$ cat src/rtl/wb_pipe_reg_if.sv
// rtl/wb_pipe_reg_if.sv - MEM->WB write-back record bus with handshake, flush and forwarding taps
interface wb_pipe_reg_if #(
    parameter int XLEN    = 64,
    parameter int RADDR_W = 5,
    parameter int PC_W    = 64
) ();
    // Upstream (MEM stage) side
    logic               flush;
    logic               in_valid;
    logic               in_ready;
    logic [RADDR_W-1:0] in_rd;
    logic               in_wen;
    logic [XLEN-1:0]    in_wdata;
    logic [PC_W-1:0]    in_pc;

    // Downstream (WB stage) side
    logic               out_valid;
    logic               out_ready;
    logic [RADDR_W-1:0] out_rd;
    logic               out_wen;
    logic [XLEN-1:0]    out_wdata;
    logic [PC_W-1:0]    out_pc;

    // Forwarding taps on the held record
    logic               fwd_valid;
    logic [RADDR_W-1:0] fwd_rd;
    logic [XLEN-1:0]    fwd_data;

    // Driver of records and consumer of the pipe register outputs
    modport master (
        output flush, in_valid, in_rd, in_wen, in_wdata, in_pc, out_ready,
        input  in_ready, out_valid, out_rd, out_wen, out_wdata, out_pc,
               fwd_valid, fwd_rd, fwd_data
    );

    // The pipe register itself
    modport slave (
        input  flush, in_valid, in_rd, in_wen, in_wdata, in_pc, out_ready,
        output in_ready, out_valid, out_rd, out_wen, out_wdata, out_pc,
               fwd_valid, fwd_rd, fwd_data
    );
endinterface

$ cat src/rtl/wb_pipe_reg.sv
// rtl/wb_pipe_reg.sv - MEM->WB pipeline register with back-pressure, flush, x0 suppression and optional skid entry
module wb_pipe_reg #(
    parameter int XLEN    = 64,
    parameter int RADDR_W = 5,
    parameter int PC_W    = 64,
    parameter int SKID    = 1
) (
    input  logic          clk,
    input  logic          rst_n,
    wb_pipe_reg_if.slave  bus
);
    localparam bit USE_SKID = (SKID != 0);

    // Main entry M drives the outputs; skid entry S absorbs one record while M is stalled
    logic               m_valid;
    logic [RADDR_W-1:0] m_rd;
    logic               m_wen;
    logic [XLEN-1:0]    m_wdata;
    logic [PC_W-1:0]    m_pc;

    logic               s_valid;
    logic [RADDR_W-1:0] s_rd;
    logic               s_wen;
    logic [XLEN-1:0]    s_wdata;
    logic [PC_W-1:0]    s_pc;

    logic in_ready_i;
    logic in_xfer;
    logic m_take;
    logic s_fill;
    logic cap_wen;

    // Handshake decode: M may take a new record when empty or being consumed; S only fills behind a stalled M
    always_comb begin
        in_ready_i = 1'b0;
        in_xfer    = 1'b0;
        m_take     = 1'b0;
        s_fill     = 1'b0;
        cap_wen    = 1'b0;
        if (USE_SKID) begin
            in_ready_i = ~s_valid;
        end else begin
            in_ready_i = ~m_valid | bus.out_ready;
        end
        in_xfer = bus.in_valid & in_ready_i;
        m_take  = ~m_valid | bus.out_ready;
        s_fill  = USE_SKID & m_valid & ~bus.out_ready & in_xfer;
        // Writes to x0 are dropped at capture so they never reach the register file or forwarding
        cap_wen = bus.in_wen & (bus.in_rd != '0);
    end

    // Valid bits: reset and flush clear both entries; S drains into M ahead of any new input
    always_ff @(posedge clk or negedge rst_n) begin
        if (!rst_n) begin
            m_valid <= 1'b0;
            s_valid <= 1'b0;
        end else if (bus.flush) begin
            m_valid <= 1'b0;
            s_valid <= 1'b0;
        end else begin
            if (m_take) begin
                m_valid <= s_valid | in_xfer;
            end
            if (s_fill) begin
                s_valid <= 1'b1;
            end else if (m_take) begin
                s_valid <= 1'b0;
            end
        end
    end

    // Main payload: loads from S when it holds a record, otherwise from the input; flush leaves it alone
    always_ff @(posedge clk or negedge rst_n) begin
        if (!rst_n) begin
            m_rd    <= '0;
            m_wen   <= 1'b0;
            m_wdata <= '0;
            m_pc    <= '0;
        end else if (m_take) begin
            if (s_valid) begin
                m_rd    <= s_rd;
                m_wen   <= s_wen;
                m_wdata <= s_wdata;
                m_pc    <= s_pc;
            end else if (in_xfer) begin
                m_rd    <= bus.in_rd;
                m_wen   <= cap_wen;
                m_wdata <= bus.in_wdata;
                m_pc    <= bus.in_pc;
            end
        end
    end

    // Skid payload: captures the input that arrives while M is full and stalled
    always_ff @(posedge clk or negedge rst_n) begin
        if (!rst_n) begin
            s_rd    <= '0;
            s_wen   <= 1'b0;
            s_wdata <= '0;
            s_pc    <= '0;
        end else if (s_fill) begin
            s_rd    <= bus.in_rd;
            s_wen   <= cap_wen;
            s_wdata <= bus.in_wdata;
            s_pc    <= bus.in_pc;
        end
    end

    // Outputs: write enable is gated by valid so a stale payload can never commit
    assign bus.in_ready  = in_ready_i;
    assign bus.out_valid = m_valid;
    assign bus.out_rd    = m_rd;
    assign bus.out_wen   = m_wen & m_valid;
    assign bus.out_wdata = m_wdata;
    assign bus.out_pc    = m_pc;
    assign bus.fwd_valid = m_wen & m_valid;
    assign bus.fwd_rd    = m_rd;
    assign bus.fwd_data  = m_wdata;

endmodule
$ cat src/flat_wrapper.sv
// flat-port wrapper written by rule: the top's interface ports become plain ports
module wb_pipe_reg_flat 
#(
    parameter int XLEN    = 64,
    parameter int RADDR_W = 5,
    parameter int PC_W    = 64,
    parameter int SKID    = 1
)
  (clk, rst_n, bus_flush, bus_in_valid, bus_in_rd, bus_in_wen, bus_in_wdata, bus_in_pc, bus_out_ready, bus_in_ready, bus_out_valid, bus_out_rd, bus_out_wen, bus_out_wdata, bus_out_pc, bus_fwd_valid, bus_fwd_rd, bus_fwd_data);
  wb_pipe_reg_if #(.XLEN(XLEN), .RADDR_W(RADDR_W), .PC_W(PC_W)) bus_i ();
  input  logic clk;
  input  logic rst_n;
  input wire logic [$bits(bus_i.flush)-1:0] bus_flush;
  input wire logic [$bits(bus_i.in_valid)-1:0] bus_in_valid;
  input wire logic [$bits(bus_i.in_rd)-1:0] bus_in_rd;
  input wire logic [$bits(bus_i.in_wen)-1:0] bus_in_wen;
  input wire logic [$bits(bus_i.in_wdata)-1:0] bus_in_wdata;
  input wire logic [$bits(bus_i.in_pc)-1:0] bus_in_pc;
  input wire logic [$bits(bus_i.out_ready)-1:0] bus_out_ready;
  output wire logic [$bits(bus_i.in_ready)-1:0] bus_in_ready;
  output wire logic [$bits(bus_i.out_valid)-1:0] bus_out_valid;
  output wire logic [$bits(bus_i.out_rd)-1:0] bus_out_rd;
  output wire logic [$bits(bus_i.out_wen)-1:0] bus_out_wen;
  output wire logic [$bits(bus_i.out_wdata)-1:0] bus_out_wdata;
  output wire logic [$bits(bus_i.out_pc)-1:0] bus_out_pc;
  output wire logic [$bits(bus_i.fwd_valid)-1:0] bus_fwd_valid;
  output wire logic [$bits(bus_i.fwd_rd)-1:0] bus_fwd_rd;
  output wire logic [$bits(bus_i.fwd_data)-1:0] bus_fwd_data;
  assign bus_i.flush = bus_flush;
  assign bus_i.in_valid = bus_in_valid;
  assign bus_i.in_rd = bus_in_rd;
  assign bus_i.in_wen = bus_in_wen;
  assign bus_i.in_wdata = bus_in_wdata;
  assign bus_i.in_pc = bus_in_pc;
  assign bus_i.out_ready = bus_out_ready;
  assign bus_in_ready = bus_i.in_ready;
  assign bus_out_valid = bus_i.out_valid;
  assign bus_out_rd = bus_i.out_rd;
  assign bus_out_wen = bus_i.out_wen;
  assign bus_out_wdata = bus_i.out_wdata;
  assign bus_out_pc = bus_i.out_pc;
  assign bus_fwd_valid = bus_i.fwd_valid;
  assign bus_fwd_rd = bus_i.fwd_rd;
  assign bus_fwd_data = bus_i.fwd_data;
  wb_pipe_reg #(.XLEN(XLEN), .RADDR_W(RADDR_W), .PC_W(PC_W), .SKID(SKID)) u_core (.clk(clk), .rst_n(rst_n), .bus(bus_i));
endmodule
$ cat config.mk
export PLATFORM = sky130hd
export DESIGN_NAME = wb_pipe_reg_flat
export DESIGN_NICKNAME = d
export VERILOG_FILES = /design/src/rtl/wb_pipe_reg_if.sv /design/src/rtl/wb_pipe_reg.sv /design/src/flat_wrapper.sv
export SDC_FILE = /design/constraint.sdc
export NUM_CORES = 1
export LEC_CHECK = 0
export ABC_AREA = 1
export BUFFER_PORTS_ARGS = -buffer_cell sky130_fd_sc_hd__buf_2
export CAP_MARGIN = 15
export CORE_ASPECT_RATIO = 1.4
export CORE_UTILIZATION = 53
export CTS_BUF_LIST = sky130_fd_sc_hd__clkbuf_16
export DETAILED_ROUTE_END_ITERATION = 12
export GPL_TIMING_DRIVEN = 0
export PLACE_DENSITY = 0.82
export REMOVE_ABC_BUFFERS = 1
export SLEW_MARGIN = 20
export SYNTH_ARGS = -nofsm -noshare
export SYNTH_HDL_FRONTEND = slang
export SYNTH_SLANG_ARGS = --single-unit
$ cat constraint.sdc
create_clock -name clk -period 1.9 [get_ports clk]
set_input_delay 0.19 -clock clk [delete_from_list [all_inputs] [get_ports clk]]
set_output_delay 0.19 -clock clk [all_outputs]
set_load 0.05 [all_outputs]
* After elaboration in Yosys (flattened, before gate mapping)
Cells that the tools add are included.
Storage, ports and cells: register bits after elaboration 270, latch bits 0, memory bits (writable) 0, bits in read-only memories 0, output and inout port bits 206, memories kept 0
Operators by class: $add $sub $neg 0, multiply operators 0, divide/modulo/power cells 0, order comparisons 0, equal/unequal tests 0, shift operators 0, muxes and demuxes 13, bitwise logic cells 10, reductions and logical operators 5
Operators by type and width (number):
- 64-bit two-way mux | 4
- 5-bit two-way mux | 2
- 1-bit two-way mux | 7
- 1-bit AND | 5
- 5-bit nonzero test | 1
- 2-bit nonzero test | 2
- 1-bit NOT | 3
- 3-bit nonzero test | 1
- 1-bit OR | 2
- 2-bit AND reduction | 1

* Depth between registers and ports, before layout
word-level depth 5, depth in mapped cells 9, depth with buffers taken out 6

* Worst setup path after synthesis
Ideal clock, no wire load.
path kind register to register, from reg u_core.m_valid (netlist: u_core.bus.out_valid), to reg u_core.m_wdata[56] (netlist: u_core.bus.fwd_data[56]), library setup time 0.124 ns, data arrival time 1.419 ns, path slack 0.357 ns, stages on the path, launching flop included 9, clock period less this slack 1.543 ns, cells stage by stage dfrtp_1 -> nand2_2 -> o21ai_2 -> buf_6 -> inv_4 -> buf_6 -> buf_6 -> o211ai_1 -> nand2_1
Between the ends: word-level cells in the longest chain between the ends 3
Ends and longest elaborated chain:
- start: declaration | RTL line wb_pipe_reg.sv:15 | logic m_valid;
- start signal: assignment | RTL line wb_pipe_reg.sv:62 | m_valid <= s_valid | in_xfer;
- 1-bit NOT
- 1-bit OR | RTL line wb_pipe_reg.sv:46 | m_take = ~m_valid | bus.out_ready;
- 2-bit AND reduction (no line)
- end signal: assignment | RTL line wb_pipe_reg.sv:83 | m_wdata <= s_wdata;
- end signal: assignment | RTL line wb_pipe_reg.sv:88 | m_wdata <= bus.in_wdata;
- end: declaration | RTL line wb_pipe_reg.sv:18 | logic [XLEN-1:0] m_wdata;
No other way between the ends. A chain may end at the register's enable or synchronous reset.

* Worst setup path after layout
from reg u_core.m_valid (netlist: u_core.bus.out_valid), to reg u_core.m_wdata[46] (netlist: u_core.bus.fwd_data[46])
Same word-level chain as after synthesis.

==> out/results.ini <==
[final_layout]
drive_gt1_frac = 0.236
nets = 1895
finalNonFillerCells = 2073
final_cell_mix = nand2_1, buf_2, dfrtp_1
area_growth_pct = 31.1
final_common_cell = nand2_1

[die]
coreArea_um2 = 22400
die_area_um2 = 23500
ios = 345
rows = 65
initial_core_util = 0.539
die_w_um = 130
fp.dieH_um = 181

[timing]
report.final.slew_viol_count = 0
period_needed_ns = 1.76
rsz0062_at_grt = no
skew_ns = 0.00983
setup_viol = 0
fin_crit_sh = 0.926
clock.fmax_mhz = 568
tns_ns = 0
worst_pin_slew_ns = 0.759
slew_headroom = 0.494
hold_violations = 0

[min_path]
hp-class = input port to flip-flop

[place]
gp_congestion = 0.791
post-dp-hpwl_mm = 18.6
place_inst = 1884
portBuffers = 344

[detailed_routing]
post_drt_via_cell_ratio = 5.35
drt_iter0_drc = 838
drc = 0
num_vias = 11084
dr.pass1.iters = 7
wirelength_mm = 35.2
wl_per_cell_um = 17.0
final_antenna_net_count = 0

[worst_setup_path]
worstSetupStartpointType = flip-flop
end_kind = flip-flop
worstPathArrival_ns = 2.21
crit_required_ns = 2.35
cp_max_fo = 85
critPathKind = flip-flop to flip-flop

[yosys]
synth_top_area_share = 0.558
ys_top_cells_by_area = dfrtp_1, nand2_1, o211ai_1
yosysWarningCount = 0
post-synth-top-area-cell = dfrtp_1
avgSynthCellArea_um2 = 8.76
synth-seq-cells = 270
synth_seq_area_share = 0.558
postSynthCellCount = 1383
synth_cell_types = 20
syn_area_um2 = 12100

[clocking]
cts_buffers = 27
clock-root-buffer = clkbuf_16
path_clk_slew_ns = 0.06
htree_levels = 1
cts_buffer_depth = 3
cts_tree = built
clkLatencyLatePin_ns = 0.53
numClockSinks = 270

[power_and_ir_drop]
leakage_nw = 8.90
p_total_mw = 17.2
irDropWorstVdd_v = 0.000833
cellPowerDensity_nw_per_um2 = 1080

[grt]
first_global_vias = 11223
grt_overflow = 0
antenna_found_initial = 1
grt_pass1_wl_mm = 56.1
grt_max_degree = 112
track_usage = 0.303

[job]
drv_cap = 0

[status]
status = finished clean

-- layer usage --
metal | vias to the layer above | global-route usage | wire length (µm)
met1 | 5296 | 0.362 | 13000
met4 | 0 | 0.175 | 1940
met2 | 577 | 0.501 | 17600
li1 | 5058 | - | -
met5 | - | 0 | 0
met3 | 153 | 0.0657 | 2660
-- synth_stat cells --
cell      instances
nand2_1         539
dfrtp_1         270
inv_1           137
o21ai_0         134
o211ai_1        123
buf_4            72
buf_2            44
clkbuf_1         20
buf_6            13
o211ai_2         10
clkbuf_2          9
nor2_1            4
a211oi_1          1
a31oi_1           1
inv_2             1
inv_4             1
nand2_2           1
nand3_1           1
nand3_2           1
o21ai_2           1
-- where the power goes --
part           internal (mW)  total (mW)  switching (mW)
logic                   1.29        4.82            3.53
registers               6.74        7.39           0.654
clock network           2.83        5.00            2.17
total                   10.9        17.2            6.36
-- metrics by stage --
| step | worst slack [ns] | hold slack [ns] | util | instance area, µm² |
|---|---|---|---|---|
| finish | 0.140 | 0.0240 | 0.707 | 15900 |
| detailed placement | -0.630 | 0.287 | 0.605 | 13600 |
| global route | 0.0380 | 0.0345 | 0.707 | 15900 |
| CTS | 0.0310 | 0.00392 | 0.708 | 15900 |
| floorplan | -5.05 | -0.106 | - | 11100 |
| global placement | -8.28 | 0.360 | 0.587 | 13200 |
-- layout make-up --
cell class,instances,area [µm²]
Sequential cell,270,6760
Fill cell,1565,6580
Multi-Input combinational cell,817,3830
Timing Repair Buffer,500,3540
Clock buffer,27,676
Inverter,139,546
Tap cell,301,377
Clock inverter,17,134
Timing Repair inverter,1,8.76
Antenna cell,1,2.50
-- worst paths after layout --
| check | slack, ns | end | cells past startpoint | start |
|---|---|---|---|---|
| worst min-delay path | 0.02 | u_core.s_valid$_DFFE_PN0P_ | 3 | bus_in_valid |
| worst max register to register | 0.14 | u_core.bus.fwd_data[46]$_DFFE_PN0P_ | 6 | u_core.bus.out_valid$_DFFE_PN0P_ |
| min in group asynchronous | 0.28 | u_core.s_pc[8]$_DFFE_PN0P_ | 2 | rst_n |
| worst max-delay path | 0.14 | u_core.bus.fwd_data[46]$_DFFE_PN0P_ | 6 | u_core.bus.out_valid$_DFFE_PN0P_ |
| worst min register to register | 0.47 | u_core.bus.out_pc[57]$_DFFE_PN0P_ | 2 | u_core.bus.out_pc[57]$_DFFE_PN0P_ |
| max in group asynchronous | 0.62 | u_core.bus.out_pc[50]$_DFFE_PN0P_ | 3 | rst_n |
-- critical path, cell delays in order, from the launching register on --
cell      delay (ns)
dfrtp_1         0.40
nand2_2         0.14
o21ai_4         0.11
inv_8           0.27
buf_16          0.36
o211ai_1        0.16
nand2_1         0.14
-- state kept, by name, summed over array words and instances, names as in the netlist --
register / flops
u_core.bus.fwd_data: 64
u_core.bus.fwd_rd: 5
u_core.bus.out_pc: 64
u_core.bus.out_valid: 1
u_core.m_wen: 1
u_core.s_pc: 64
u_core.s_rd: 5
u_core.s_valid: 1
u_core.s_wdata: 64
u_core.s_wen: 1
-- what timing repair did --
item,4_1_cts,5_1_grt
hold endpoints to repair,313,0
buffers inserted,4,0
hold buffers,137,0
resized for setup,4,0
pin swaps,2,0
gates cloned,4,0
setup endpoints to repair,220,13
-- cell families after synthesis --
kind of cell,after synthesis,synth area share
AOI/OAI and AO/OA,270,0.144
and+or+nand+nor,546,0.170
DFF,270,0.558
buffers and inverters,297,0.128
Note: power is estimated with default switching activity, not from simulation.
